### config.mk
export PLATFORM = sky130hd
export DESIGN_NAME = tex_texel_fetch
export DESIGN_NICKNAME = d
export VERILOG_FILES = /design/src/rtl/tex_texel_fetch.sv
export SDC_FILE = /design/constraint.sdc
export NUM_CORES = 1
export LEC_CHECK = 0
export ABC_AREA = 0
export BUFFER_PORTS_ARGS = -buffer_cell sky130_fd_sc_hd__buf_2
export CAP_MARGIN = 40
export CORE_MARGIN = 2
export CORE_UTILIZATION = 35
export DETAILED_ROUTE_END_ITERATION = 10
export GPL_TIMING_DRIVEN = 0
export HOLD_SLACK_MARGIN = 0.05
export SLEW_MARGIN = 20
export SYNTH_ARGS = -nofsm -noshare
export SYNTH_HDL_FRONTEND = slang
export SYNTH_SLANG_ARGS = --single-unit
### constraint.sdc
create_clock -name clk -period 2.6 [get_ports clk]
set_input_delay 0.52 -clock clk [delete_from_list [all_inputs] [get_ports clk]]
set_output_delay 0.52 -clock clk [all_outputs]
set_load 0.01 [all_outputs]
### src/rtl/tex_texel_fetch.sv
// Texel fetch: reads one VRAM halfword per request, optionally
// resolving a 4/8-bit palette index through a second CLUT read.
module tex_texel_fetch (
    input  logic        clk,
    input  logic        i_nrst,
    input  logic [1:0]  GPU_REG_TexFormat,
    input  logic [5:0]  GPU_REG_CLUTX,
    input  logic [8:0]  GPU_REG_CLUTY,
    input  logic        req_valid,
    output logic        req_ready,
    input  logic [18:0] req_texelAdress,
    input  logic [1:0]  req_uSub,
    output logic        mem_req,
    input  logic        mem_ack,
    output logic [18:0] mem_adr,
    input  logic        mem_dvalid,
    input  logic [15:0] mem_data,
    output logic        texel_valid,
    input  logic        texel_ready,
    output logic [15:0] texel_color
);

    localparam logic [2:0] IDLE      = 3'd0;
    localparam logic [2:0] RD_TEX    = 3'd1;
    localparam logic [2:0] WAIT_TEX  = 3'd2;
    localparam logic [2:0] RD_CLUT   = 3'd3;
    localparam logic [2:0] WAIT_CLUT = 3'd4;
    localparam logic [2:0] OUT       = 3'd5;

    logic [2:0]  state;
    logic [18:0] texAdr;
    logic [1:0]  uSub;
    logic [1:0]  texFormat;
    logic [5:0]  clutX;
    logic [8:0]  clutY;
    logic [7:0]  clutIndex;
    logic [15:0] color;
    logic [7:0]  texIndex;
    logic [9:0]  clutCol;
    logic        isDirect;

    // Format 3 is reserved and behaves like direct 16-bit colour.
    assign isDirect = texFormat[1];
    assign clutCol  = {clutX, 4'd0} + {2'd0, clutIndex};

    always_comb begin
        texIndex = 8'd0;
        if (texFormat == 2'd0) begin
            texIndex = {4'd0, mem_data[{uSub, 2'b00} +: 4]};
        end else begin
            texIndex = uSub[0] ? mem_data[15:8] : mem_data[7:0];
        end
    end

    always_comb begin
        mem_adr = 19'd0;
        if (state == RD_TEX) begin
            mem_adr = texAdr;
        end else if (state == RD_CLUT) begin
            mem_adr = {clutY, clutCol};
        end
    end

    assign req_ready   = (state == IDLE);
    assign mem_req     = (state == RD_TEX) || (state == RD_CLUT);
    assign texel_valid = (state == OUT);
    assign texel_color = color;

    always_ff @(posedge clk or negedge i_nrst) begin
        if (!i_nrst) begin
            state     <= IDLE;
            texAdr    <= 19'd0;
            uSub      <= 2'd0;
            texFormat <= 2'd0;
            clutX     <= 6'd0;
            clutY     <= 9'd0;
            clutIndex <= 8'd0;
            color     <= 16'd0;
        end else begin
            case (state)
                IDLE: begin
                    if (req_valid) begin
                        texAdr    <= req_texelAdress;
                        uSub      <= req_uSub;
                        texFormat <= GPU_REG_TexFormat;
                        clutX     <= GPU_REG_CLUTX;
                        clutY     <= GPU_REG_CLUTY;
                        state     <= RD_TEX;
                    end
                end
                RD_TEX: begin
                    if (mem_ack) state <= WAIT_TEX;
                end
                WAIT_TEX: begin
                    if (mem_dvalid) begin
                        if (isDirect) begin
                            color <= mem_data;
                            state <= OUT;
                        end else begin
                            clutIndex <= texIndex;
                            state     <= RD_CLUT;
                        end
                    end
                end
                RD_CLUT: begin
                    if (mem_ack) state <= WAIT_CLUT;
                end
                WAIT_CLUT: begin
                    if (mem_dvalid) begin
                        color <= mem_data;
                        state <= OUT;
                    end
                end
                OUT: begin
                    if (texel_ready) state <= IDLE;
                end
                default: state <= IDLE;
            endcase
        end
    end

endmodule

==> qor.txt <==
vias in the first global route: 2438
Synth Instances: 261
CP Data Arrival Time: 2.18 ns
syn_area_per_cell: 12.6 sq um
Setup crit end kind: output pin
RD Place Congestion: 0.751
min cycle time layout: 2.70 ns
crit start category: register
root buffer cell: clkbuf_8
max cap viols: 0
worst reg2reg path depth: 4
violated checks: setup timing
Least-Margin Pin Slew: 0.579 ns
row count: 35
area post-placement: 0.00395 sq mm
Worst-path clk slew: 0.08 ns
setup TNS: -0.114 ns
crit-path max FO: 2
I/O pins: 98
gr usage total: 16.3%
P_sw: 1.87 mW
switch share: 38.1%
Synth async-reset ratio: 100%
fin crit share: 104%
syn_nets: 326
CTS tree: yes
DIE AREA: 0.0102 sq mm
Clk network pwr share: 14.5%
antenna diode count: 0
flop-to-flop setup slack: 0.62 ns
initial antenna violation count: 0
Critical Path RT: 2.08 ns
leakage: 1.98 nW
WS Path Type: reg -> out
Fmax: 0.371 GHz
Pwr Total: 4.92 mW
Area contributors post-synth: dfrtp_1 (49%), mux2_1 (18%), mux2i_1 (6.1%)
share of layout cells above drive strength 1: 40.3%
die height: 101 um
Starting Density: 35.8%
PnR worst setup slack: -0.0954 ns
total clock sinks: 65
routed vias: 2382
Hold Crit Class: in -> reg
Layout area overhead: 26.1%
power per cell area: 1180 mW/mm^2
Final Cell Area: 0.00416 sq mm
Longest Clk Path Bufs: 2
ys flop type: dfrtp_1
Post-Syn Area: 0.00330 sq mm
global-route wire length before repair: 12500 um
CTS H-tree lvls: 3
Port Buffers: 97
Setup violations, final: 2
Routed wire per std cell: 15.8 um
Worst-Skew Late Latency: 0.34 ns
drt pass-1 iters: 4
Seq pwr share: 36.4%
Worst Clk Skew: 0.0138 ns
Synth Register Bits: 65
placed cell count: 470
antenna-violating nets left: 0
CTS buffer count: 9
Setup Buffers After CTS: 0
sequential cell area fraction in the yosys report: 49.4%
launching point of the worst reg2reg path: state[1]
total number of yosys warnings: 0
worst hold stages: 2
Final Core Density: 45.2%
most instantiated cells after synthesis: dfrtp_1 (65), mux2_1 (53), mux2i_1 (20), nor2_1 (20), nand2_1 (15)
Via-to-Cell Ratio: 4.88
crit path to: mem_adr[8]
Worst Setup SP: clutX[0]
largest net degree at the start of global routing: 54
Comb pwr share: 49.1%
Peak VDD IR: 506 uV
post-synth top area share: 49.4%
reg2reg end: clutY[1]
most frequent cell after synthesis: dfrtp_1
Congestion Overflow GR: 0
Post-layout nets: 437
Fin. Hold Viols: 0
status: finished with violations
number of synthesized flops with an enable pin: 0
Max-slew headroom: 61.3%
Int Pwr: 3.05 mW
RSZ-0062 raised after global routing: true
non-filler cells, final: 488
Place WS: 0.0229 ns
DR DRC count: 0
Iteration-0 DRC Markers: 108
Netlist cell types: 43
minimum hold slack: 0.391 ns
Synth area leader: dfrtp_1
die boundary width: 101 um
DRT Wirelength: 7700 um
Slew Limit Fails: 0
Core Area: 0.00920 sq mm
HPWL Detailed: 5700 um
-- critical path, cell delays in order (launching register included) --
cell       delay (ns)
dfrtp_1          0.39
ha_4             0.15
inv_2            0.03
fa_2             0.35
nor2b_2          0.13
o21ai_2          0.08
a2111oi_2        0.36
a311o_1          0.20
buf_2            0.14
-- per-layer routing --
metal  vias up  part of all wire, %  global-route usage (%)
li1       1150                    -                       -
met1      1178                   45                    21.8
met2        48                   49                    26.0
met3         6                  4.1                    3.88
met4         0                  1.3                    5.30
met5         -                    0                       0
-- worst min-delay path by stage --
stage,from,to,slack [ns]
after detailed placement,i_nrst,clutY[2],0.39
after CTS,req_uSub[0],uSub[0],0.37
after global placement,texel_color[8],texel_color[8],0.46
final,req_uSub[0],uSub[0],0.39
after global routing,req_texelAdress[15],texAdr[15],0.38
after floorplan,i_nrst,clutIndex[0],0.22
-- placed cells by master, fill, tap and decap left out, types with 4 or more instances in the layout --
| cell type | n |
|---|---|
| nand2_1 | 15 |
| buf_2 | 104 |
| clkbuf_8 | 9 |
| a21oi_1 | 5 |
| mux2_1 | 53 |
| dfrtp_1 | 65 |
| nor2_1 | 20 |
| inv_1 | 5 |
| mux2_2 | 4 |
| mux2_4 | 6 |
| clkinv_2 | 4 |
| o21ai_1 | 4 |
| o31ai_1 | 4 |
| mux2i_1 | 20 |
-- state kept, by name, summed over array words and instances, names as in the netlist --
signal / cells
texFormat: 2
state: 3
texAdr: 19
clutY: 9
clutIndex: 8
uSub: 2
texel_color: 16
clutX: 6
-- repair_timing --
action	CTS	global route
hold buffers	1	0
pin swaps	2	2
endpoints found under the setup margin	2	12
endpoints found under the hold margin	12	0
resized for setup	6	7
-- power groups by stage --
stage / combinational [mW] / sequential, mW / clock [mW]
floorplan: 1.59 / 1.80 / 0
global placement: 2.34 / 1.78 / 0
detailed placement: 2.38 / 1.81 / 0
CTS: 2.41 / 1.79 / 0.739
global route: 2.69 / 1.87 / 0.792
finish: 2.41 / 1.79 / 0.711
-- cell type report --
cell class | count | area (sq um)
fillers | 905 | 5040
plain buffers | 15 | 101
well taps | 111 | 139
flip-flops and latches | 65 | 1630
clock buffers | 12 | 135
inverters | 8 | 30.0
multi-input cells | 173 | 1570
clock inverters | 4 | 20.0
repair buffers | 100 | 533
-- cells by family after synthesis --
group	count (synthesis)	share of synthesized area, %
buffers and inverters	23	3.80
DFF	65	49.4
AOI/OAI and AO/OA	26	5.54
and+or+nand+nor	55	8.58
adders and majority gates	5	2.13
muxes	86	30.3
xor gates and xnor gates	1	0.266
No activity file was read; power rests on OpenSTA's default activity.
